<file path="src/rtl/maxnet_pkg.sv">
// maxnet_pkg: shared types, constants and the float zero test for the Maxnet sequencer.
package maxnet_pkg;
    typedef enum logic [2:0] {S_IDLE, S_LOAD, S_MUL, S_ACC, S_UPD, S_DONE} state_t;
    localparam int NUM_PU = 4;
    localparam logic [31:0] FP_ZERO = 32'h0;
    // Magnitude-only test so that -0 (80000000) is treated as zero.
    function automatic logic fp_is_zero(input logic [31:0] x);
        return x[30:0] == 31'h0;
    endfunction
endpackage

</file>
<file path="src/rtl/maxnet_seq_ld_reg32.sv">
// ld_reg32: 32-bit load-enable register with asynchronous active-low clear.
//   clk, rst (active-low async clear), i_ld (load enable), i_d (data in), o_q (registered value).
module ld_reg32 (
    input  logic        clk,
    input  logic        rst,
    input  logic        i_ld,
    input  logic [31:0] i_d,
    output logic [31:0] o_q
);
    always_ff @(posedge clk or negedge rst)
        if (!rst) o_q <= '0;
        else if (i_ld) o_q <= i_d;
endmodule

</file>
<file path="src/rtl/maxnet_seq_nz_count4.sv">
// nz_count4: counts nonzero floats among four values and reports the lowest nonzero index.
//   i_x (four 32-bit values, index 0 first), o_nz (nonzero count 0..4), o_idx (lowest nonzero index).
module nz_count4 import maxnet_pkg::*; (
    input  logic [NUM_PU-1:0][31:0] i_x,
    output logic [2:0]              o_nz,
    output logic [1:0]              o_idx
);
    always_comb begin
        o_nz  = '0;
        o_idx = '0;
        // Scanning downward lets the lowest nonzero index be the last one written.
        for (int k = NUM_PU - 1; k >= 0; k--) begin
            if (!fp_is_zero(i_x[k])) begin
                o_nz  = o_nz + 3'd1;
                o_idx = 2'(k);
            end
        end
    end
endmodule

</file>
<file path="src/rtl/maxnet_seq.sv">
// maxnet_seq: sequencer and activation feeder for the four-PU Maxnet layer.
//   clk, rst (async active-low), start (begin run in IDLE/DONE), in1..in4 (initial activations),
//   pu_out1..pu_out4 (ReLU outputs of the PUs), a1..a4 (activation bus), ldM / ldRes (PU load strobes),
//   busy (LOAD..UPD), done (pulse on DONE entry), winner / result (sole nonzero activation),
//   none (all zero), timeout (iteration cap hit), iter_count (iterations in current/last run).
//   All outputs are registered.
module maxnet_seq import maxnet_pkg::*; #(
    parameter int MAX_ITER = 16,
    parameter int ITER_W   = 5
) (
    input  logic              clk,
    input  logic              rst,
    input  logic              start,
    input  logic [31:0]       in1,
    input  logic [31:0]       in2,
    input  logic [31:0]       in3,
    input  logic [31:0]       in4,
    input  logic [31:0]       pu_out1,
    input  logic [31:0]       pu_out2,
    input  logic [31:0]       pu_out3,
    input  logic [31:0]       pu_out4,
    output logic [31:0]       a1,
    output logic [31:0]       a2,
    output logic [31:0]       a3,
    output logic [31:0]       a4,
    output logic              ldM,
    output logic              ldRes,
    output logic              busy,
    output logic              done,
    output logic [1:0]        winner,
    output logic [31:0]       result,
    output logic              none,
    output logic              timeout,
    output logic [ITER_W-1:0] iter_count
);
    state_t                   r_state, w_next;
    logic [NUM_PU-1:0][31:0]  w_in, w_pu, r_act;
    logic [2:0]               w_nz;
    logic [1:0]               w_idx;
    logic [ITER_W-1:0]        w_iter_inc;
    logic                     w_go, w_upd, w_last;

    assign w_in       = {in4, in3, in2, in1};
    assign w_pu       = {pu_out4, pu_out3, pu_out2, pu_out1};
    assign w_go       = start && (r_state == S_IDLE || r_state == S_DONE);
    assign w_upd      = r_state == S_UPD;
    assign w_iter_inc = iter_count + 1'b1;
    assign w_last     = w_iter_inc == ITER_W'(MAX_ITER);

    // The UPD decision looks at the live PU outputs, not the registered copies.
    nz_count4 u_nz (
        .i_x   (w_pu),
        .o_nz  (w_nz),
        .o_idx (w_idx)
    );

    always_comb begin
        w_next = r_state;
        case (r_state)
            S_IDLE, S_DONE: w_next = start ? S_LOAD : r_state;
            S_LOAD:         w_next = S_MUL;
            S_MUL:          w_next = S_ACC;
            S_ACC:          w_next = S_UPD;
            S_UPD:          w_next = (w_nz <= 3'd1 || w_last) ? S_DONE : S_MUL;
            default:        w_next = S_IDLE;
        endcase
    end

    // Strobes and status are registered from the next state so they line up with the state they mark.
    always_ff @(posedge clk or negedge rst) begin
        if (!rst) begin
            r_state    <= S_IDLE;
            ldM        <= 1'b0;
            ldRes      <= 1'b0;
            busy       <= 1'b0;
            done       <= 1'b0;
            winner     <= '0;
            none       <= 1'b0;
            timeout    <= 1'b0;
            iter_count <= '0;
        end else begin
            r_state <= w_next;
            ldM     <= w_next == S_MUL;
            ldRes   <= w_next == S_ACC;
            busy    <= w_next inside {S_LOAD, S_MUL, S_ACC, S_UPD};
            done    <= w_upd && w_next == S_DONE;
            if (w_go) begin
                iter_count <= '0;
                winner     <= '0;
                none       <= 1'b0;
                timeout    <= 1'b0;
            end else if (w_upd) begin
                iter_count <= w_iter_inc;
                if (w_nz == 3'd1) winner <= w_idx;
                none    <= w_nz == 3'd0;
                timeout <= w_nz > 3'd1 && w_last;
            end
        end
    end

    ld_reg32 u_res (
        .clk  (clk),
        .rst  (rst),
        .i_ld (w_go || (w_upd && w_nz == 3'd1)),
        .i_d  (w_go ? FP_ZERO : w_pu[w_idx]),
        .o_q  (result)
    );

    for (genvar i = 0; i < NUM_PU; i++) begin : g_act
        ld_reg32 u_act (
            .clk  (clk),
            .rst  (rst),
            .i_ld (r_state == S_LOAD || w_upd),
            .i_d  (w_upd ? w_pu[i] : w_in[i]),
            .o_q  (r_act[i])
        );
    end

    assign a1 = r_act[0];
    assign a2 = r_act[1];
    assign a3 = r_act[2];
    assign a4 = r_act[3];
endmodule

</file>
<file path="config.mk">
export PLATFORM = sky130hd
export DESIGN_NAME = maxnet_seq
export DESIGN_NICKNAME = d
export VERILOG_FILES = /design/src/rtl/maxnet_pkg.sv /design/src/rtl/maxnet_seq_ld_reg32.sv /design/src/rtl/maxnet_seq_nz_count4.sv /design/src/rtl/maxnet_seq.sv
export SDC_FILE = /design/constraint.sdc
export NUM_CORES = 1
export LEC_CHECK = 0
export CORE_AREA = 2 2 167 169
export CTS_BUF_LIST = sky130_fd_sc_hd__clkbuf_8 sky130_fd_sc_hd__clkbuf_16
export DETAILED_ROUTE_END_ITERATION = 8
export DIE_AREA = 0 0 169 171
export PLACE_DENSITY = 0.67
export SYNTH_ARGS = -nofsm -noshare
export SYNTH_HDL_FRONTEND = slang
export SYNTH_SLANG_ARGS = --single-unit
</file>
<file path="constraint.sdc">
create_clock -name clk -period 6.39 [get_ports clk]
set_input_delay 1.278 -clock clk [delete_from_list [all_inputs] [get_ports clk]]
set_output_delay 1.278 -clock clk [all_outputs]
set_load 0.01 [all_outputs]
</file>
After elaboration in Yosys (flattened, before gate mapping)
Index checks and enable logic that the tools add are counted.
{"block": "classes", "addsub": 4, "order_cmp": 3, "n_eq_ne": 12, "muxes": 27, "n_reduce_logical": 19}
{"cell": "32-bit 2-to-1 mux", "n": 6}
{"cell": "31-bit logical NOT", "n": 4}
{"cell": "32-bit binary-select mux with 2-bit select", "n": 1}
{"cell": "3-bit 2-to-1 mux", "n": 5}
{"cell": "3-bit one-hot mux with 5 select lines", "n": 1}
{"cell": "2-bit 2-to-1 mux", "n": 7}
{"cell": "3-bit by 2-bit equality test with 1-bit output, second input constant", "n": 4}
{"cell": "3-bit equality test, second input constant", "n": 4}
{"cell": "5-bit 2-to-1 mux", "n": 2}
{"cell": "3-bit by 1-bit equality test with 1-bit output, second input constant", "n": 3}
{"cell": "3-bit by 1-bit adder with 3-bit output, second input constant", "n": 2}
{"cell": "3-bit logical NOT", "n": 2}
{"cell": "5-bit by 1-bit adder with 5-bit output, second input constant", "n": 1}
{"cell": "5-bit equality test, second input constant", "n": 1}
{"cell": "1-bit 2-to-1 mux", "n": 5}
{"cell": "1-bit logical AND", "n": 4}
{"cell": "1-bit logical OR", "n": 4}
{"cell": "2-bit nonzero test", "n": 2}
{"cell": "4-bit nonzero test", "n": 1}
{"cell": "3-bit by 1-bit > comparator with 1-bit output, second input constant", "n": 1}
{"cell": "3-bit by 1-bit less-or-equal comparator with 1-bit output, second input constant", "n": 1}
{"cell": "2-bit by 3-bit < comparator with 1-bit output, second input constant", "n": 1}
{"cell": "1-bit by 1-bit adder with 2-bit output, second input constant", "n": 1}
{"cell": "2-bit AND reduction", "n": 1}
{"cell": "2-bit OR reduction", "n": 1}
{"block": "word_totals", "register_bits": 176, "out_inout_bits": 173}

Logic depth before layout (Yosys ltp)
{"block": "depth", "word_depth": 14, "mapped_depth": 13, "ltp_nobuf": 12}

By module
From an unflattened synthesis, not the netlist that was laid out.
{"block": "unflattened", "cells_unflattened": 973, "area_unflattened_um2": 10496.3}
{"mod": "ld_reg32", "n_inst": 5, "cells_per_inst": 68, "area_each_um2": 1345.0, "seq_area_each_um2": 800.8}
{"mod": "maxnet_seq", "n_inst": 1, "cells_per_inst": 569, "area_each_um2": 3315.7, "seq_area_each_um2": 400.4}
{"mod": "nz_count4", "n_inst": 1, "cells_per_inst": 64, "area_each_um2": 455.4, "seq_area_each_um2": 0.0}

Least setup slack after synthesis
OpenSTA, ideal clock, no wires.
{"block": "synth_timing", "kind": "input-to-reg", "from": "input pu_out4[18]", "to": "register u_res.o_q[30]", "arrival_ps": 4155, "slack_ps": 2156, "cell_stages": 11, "n_path_buf": 1, "path_cell_list": "nor4_1 -> nand4_1 -> or2_2 -> ha_1 -> xnor2_1 -> ha_1 -> nor3_1 -> a311oi_1 -> a2111oi_4 -> buf_6 -> mux2i_1"}
{"block": "synth_between", "elab_chain_cells": 11, "word_cells_on_any_way": 18, "classes_between": "add/sub: 3; eq/ne: 1; mux: 11; reduce/logical: 3"}
{"item": "start, declared", "line_no": "maxnet_seq.sv:21", "text": "input logic [31:0] pu_out4,"}
{"item": "31-bit logical NOT (*)", "line_no": "maxnet_pkg.sv:8", "text": "return x[30:0] == 31'h0;"}
{"item": "1-bit 2-to-1 mux", "line_no": "maxnet_seq_nz_count4.sv:13", "text": "if (!fp_is_zero(i_x[k])) begin"}
{"item": "1-bit by 1-bit adder with 2-bit output", "line_no": "maxnet_seq_nz_count4.sv:14", "text": "o_nz = o_nz + 3'd1;"}
{"item": "3-bit 2-to-1 mux", "line_no": "maxnet_seq_nz_count4.sv:13"}
{"item": "3-bit by 1-bit adder with 3-bit output", "line_no": "maxnet_seq_nz_count4.sv:14"}
{"item": "3-bit 2-to-1 mux", "line_no": "maxnet_seq_nz_count4.sv:13"}
{"item": "3-bit by 1-bit adder with 3-bit output", "line_no": "maxnet_seq_nz_count4.sv:14"}
{"item": "3-bit 2-to-1 mux", "line_no": "maxnet_seq_nz_count4.sv:13"}
{"item": "3-bit by 1-bit equality test with 1-bit output", "line_no": "maxnet_seq.sv:104", "text": ".i_ld (w_go || (w_upd && w_nz == 3'd1)),"}
{"item": "1-bit logical AND", "line_no": "maxnet_seq.sv:104"}
{"item": "1-bit logical OR", "line_no": "maxnet_seq.sv:104"}
{"item": "end signal, assigned", "line_no": "maxnet_seq_ld_reg32.sv:12", "text": "else if (i_ld) o_q <= i_d;"}
{"item": "end, declared", "line_no": "maxnet_seq_ld_reg32.sv:8", "text": "output logic [31:0] o_q"}
Every way passes the cells marked *; elsewhere a longest branch is shown, timed or not. The select of a mux whose other input is x is not followed.
A chain may end at the register's enable or synchronous reset.

Worst setup path in the final report
{"block": "layout_timing", "from": "input pu_out4[11]", "to": "register u_res.o_q[3]"}
Same word-level chain as after synthesis.

==> flow_summary.yaml <==
outcome:
  outcome: "complete, no violations"
floorplan:
  die_height_um: 171
  initial_core_util_pct: 32.6
  core-area_um2: 27300
  die_area_um2: 28900
  num_rows: 61
  die_w_um: 169
  ios: 432
final_layout:
  layout_common_cells: "clkdlybuf4s50_1 (430), dfrtp_1 (176), nand2_1 (172)"
  layout_commonest_cell: "clkdlybuf4s50_1"
  areaGrowthSynthToFinish_pct: 58.2
  n_fill_cell: 2558
  n_antenna_cell: 0
  multi_input_area_um2: 4230
  seq_area_um2: 4400
  final_area_um2: 14100
  nets: 1547
  layout-drive-gt1-share_pct: 4.25
  fin_cells: 1641
placed_design:
  post-place-ws_ns: 0.894
  dp_hpwl_um: 26900
  placed_area_um2: 13500
  dp.cells: 1609
  port_buffers: 431
  gp_congestion: 0.854
yosys:
  ys_warn_count: 0
  synthDistinctLibCells: 41
  synth-seq-cells: 176
  ys_seq_area_share_pct: 49.4
  syn_nets: 1149
  syn_inst: 884
  syn-cell-area_um2: 8910
  syn_area_per_cell_um2: 10.1
sta:
  rsz0062_at_grt: "false"
  setup_viol: 0
  setup_tns_ns: 0
  worstMarginPinSlew_ns: 1.02
  fmax_ghz: 0.201
  hold_violations: 0
  layout_setup_ws_ns: 1.42
  skew_ns: 0.0278
  period_share_pct: 77.8
  slew-limit-headroom_pct: 31.7
  slew_viol_final: 0
  min_period_ns: 4.97
clocking:
  cts_tree: "yes"
  clockBufferDepth: 2
  clk_pin_slew_ns: 0.07
  cts_setup_buffers: 0
  htree_levels: 4
  clk_latency_ns: 0.43
  post_cts_resize_count: 0
  cts_hold_buffers: 0
  cts_sinks: 176
  cts-root-buf: "clkbuf_16"
  numCtsBuffers: 17
worst_setup_path:
  timing.critical_path.slowest_cell_delay_ns: 0.54
  slowest_stage: "buf_4"
  cp_cell_sequence: "clkdlybuf4s50_1 -> nor4_1 -> nand4_1 -> or2_2 -> ha_1 -> xnor2_1 -> ha_1 -> nor3_1 -> a311oi_1 -> a2111oi_4 -> buf_4 -> mux2i_1"
  r2r_setup_slack_ns: 3.65
  end_kind: "flip-flop"
  worstRegToRegCells: 5
  reg2reg_from: "r_state[2]"
  criticalPathCategory: "input pin to flip-flop"
  reg2reg_to: "g_act[2].u_act.o_q[14]"
  cp_max_fo: 34
  cpMostUsedCell: "ha_1"
  cp-start-kind: "input pin"
  cp.arrival_ns: 5.31
  cp.required_ns: 6.73
flow_run:
  maxCapViolations: 0
grt:
  grt_first_pass_wirelength_um: 51800
  grt_usage_pct: 23.9
  antenna_found_initial: 0
  grt_pass1_vias: 8315
  globalRouteOverflowTotal: 0
  grt_max_degree: 106
power_and_ir_drop:
  p_leak_nw: 6.57
  power-per-cell-area_nw_per_um2: 385
  power_w: 0.00543
  vdd_drop_max_mv: 0.219
route:
  drc: 0
  viasPerCell: 5.11
  drt_pass1_iterations: 5
  dr_total_vias: 8385
  wl_per_cell_um: 21.4
  drt-initial-drc-count: 545
  drt_wl_total_um: 35200
  drtAntennaViolNets: 0
hold_path:
  min_to: "g_act[2].u_act.o_q[0]"
  hp-start: "g_act[2].u_act.o_q[0]"
  whs_path_depth: 2
  hold_path_class: "flip-flop to flip-flop"
-- per-layer routing --
layer  GRT usage, %  vias up  routed length (um)
met3           4.77       44                2010
met1           32.5     4054               15700
met4           7.21        0                 748
met5              0        -                   0
li1               -     3974                   -
met2           38.5      313               16700
-- how the worst max path moves through the flow --
stage,cells past startpoint,end,startpoint
6_report,12,u_res.o_q[3],pu_out4[11]
2_1_floorplan,11,u_res.o_q[30],pu_out4[18]
3_5_place_dp,12,winner[1],pu_out4[11]
3_3_place_gp,12,winner[1],pu_out4[11]
4_1_cts,12,u_res.o_q[3],pu_out4[11]
5_1_grt,12,u_res.o_q[3],pu_out4[11]
-- kinds of logic (layout without fill, tap and decap cells) --
group                    Yosys count  in the layout  share of synthesized area [%]
adder cells (fa/ha/maj)            6              6                          0.843
AO/OA/AOI/OAI                    209            209                           14.6
flip-flops                       176            176                           49.4
buffers and inverters             70            481                           3.30
XOR/XNOR                           9              9                          0.885
multiplexers                     165            165                           18.6
AND/OR/NAND/NOR                  249            249                           12.4
-- stage by stage --
stage / utilization (%) / hold slack, ns
global placement: 49.4 / 0.460
CTS: 51.6 / 0.486
finish: 51.6 / 0.482
floorplan: - / 0.516
global route: 51.6 / 0.507
detailed placement: 49.4 / 0.469
-- report_power, final --
group,switching [W],internal [W],total [W]
Combinational,0.00131,0.00124,0.00256
Clock,0.000516,0.000559,0.00107
Sequential,0.000237,0.00156,0.00180
-- area by class of cell --
| cell class | instances | share of cell area, % |
|---|---|---|
| Sequential cell | 176 | 31.3 |
| Inverter | 6 | 0.160 |
| Clock buffer | 17 | 3.02 |
| Tap cell | 346 | 3.07 |
| Timing Repair Buffer | 443 | 31.3 |
| Multi-Input combinational cell | 638 | 30.0 |
| Clock inverter | 15 | 1.17 |
-- flip-flops by register name, indices dropped and copies added (netlist names) --
register / flops
r_state: 3
ldRes: 1
done: 1
g_act.u_act.o_q: 128
timeout: 1
u_res.o_q: 32
none: 1
iter_count: 5
busy: 1
ldM: 1
winner: 2
-- cell usage after synthesis --
cell type,number,area (um2)
o221ai_1,1,8.76
mux2i_1,164,1640
nand3_1,6,30.0
nor3_1,8,40.0
buf_1,7,26.3
a31oi_2,1,12.5
o32a_1,1,10.0
nor2_1,13,48.8
or2_2,1,6.26
nand2_1,173,649
a311oi_1,1,8.76
o22ai_1,2,12.5
a21oi_1,3,15.0
xnor2_1,4,35.0
buf_2,1,5.00
dfrtp_1,176,4400
nor2_8,1,20.0
o21ai_0,132,661
nor4_1,28,175
and2_1,1,6.26
a2111oi_4,1,27.5
xor2_1,5,43.8
or2_1,1,6.26
o21a_1,1,7.51
nand3b_1,1,7.51
nor4b_1,1,8.76
inv_1,6,22.5
clkbuf_1,52,195
nor3b_1,1,7.51
a221oi_1,32,280
ha_1,6,75.1
o21ai_1,1,5.00
nand2b_1,2,12.5
a32o_1,1,10.0
o31ai_1,1,7.51
a21o_1,31,233
nand4_1,10,62.6
nor3_4,1,16.3
or3_1,1,6.26
mux2_2,1,11.3
buf_6,4,45.0
-- worst max-delay path, delay by kind of cell --
kind                       cells  cell delay, ns
and+or+nand+nor                4            1.27
muxes                          1            0.27
xor gates and xnor gates       1            0.28
adders and majority gates      2            0.70
AOI/OAI and AO/OA              2            0.43
buffers and inverters          2            1.04
Note: power is estimated with default switching activity, not from simulation.
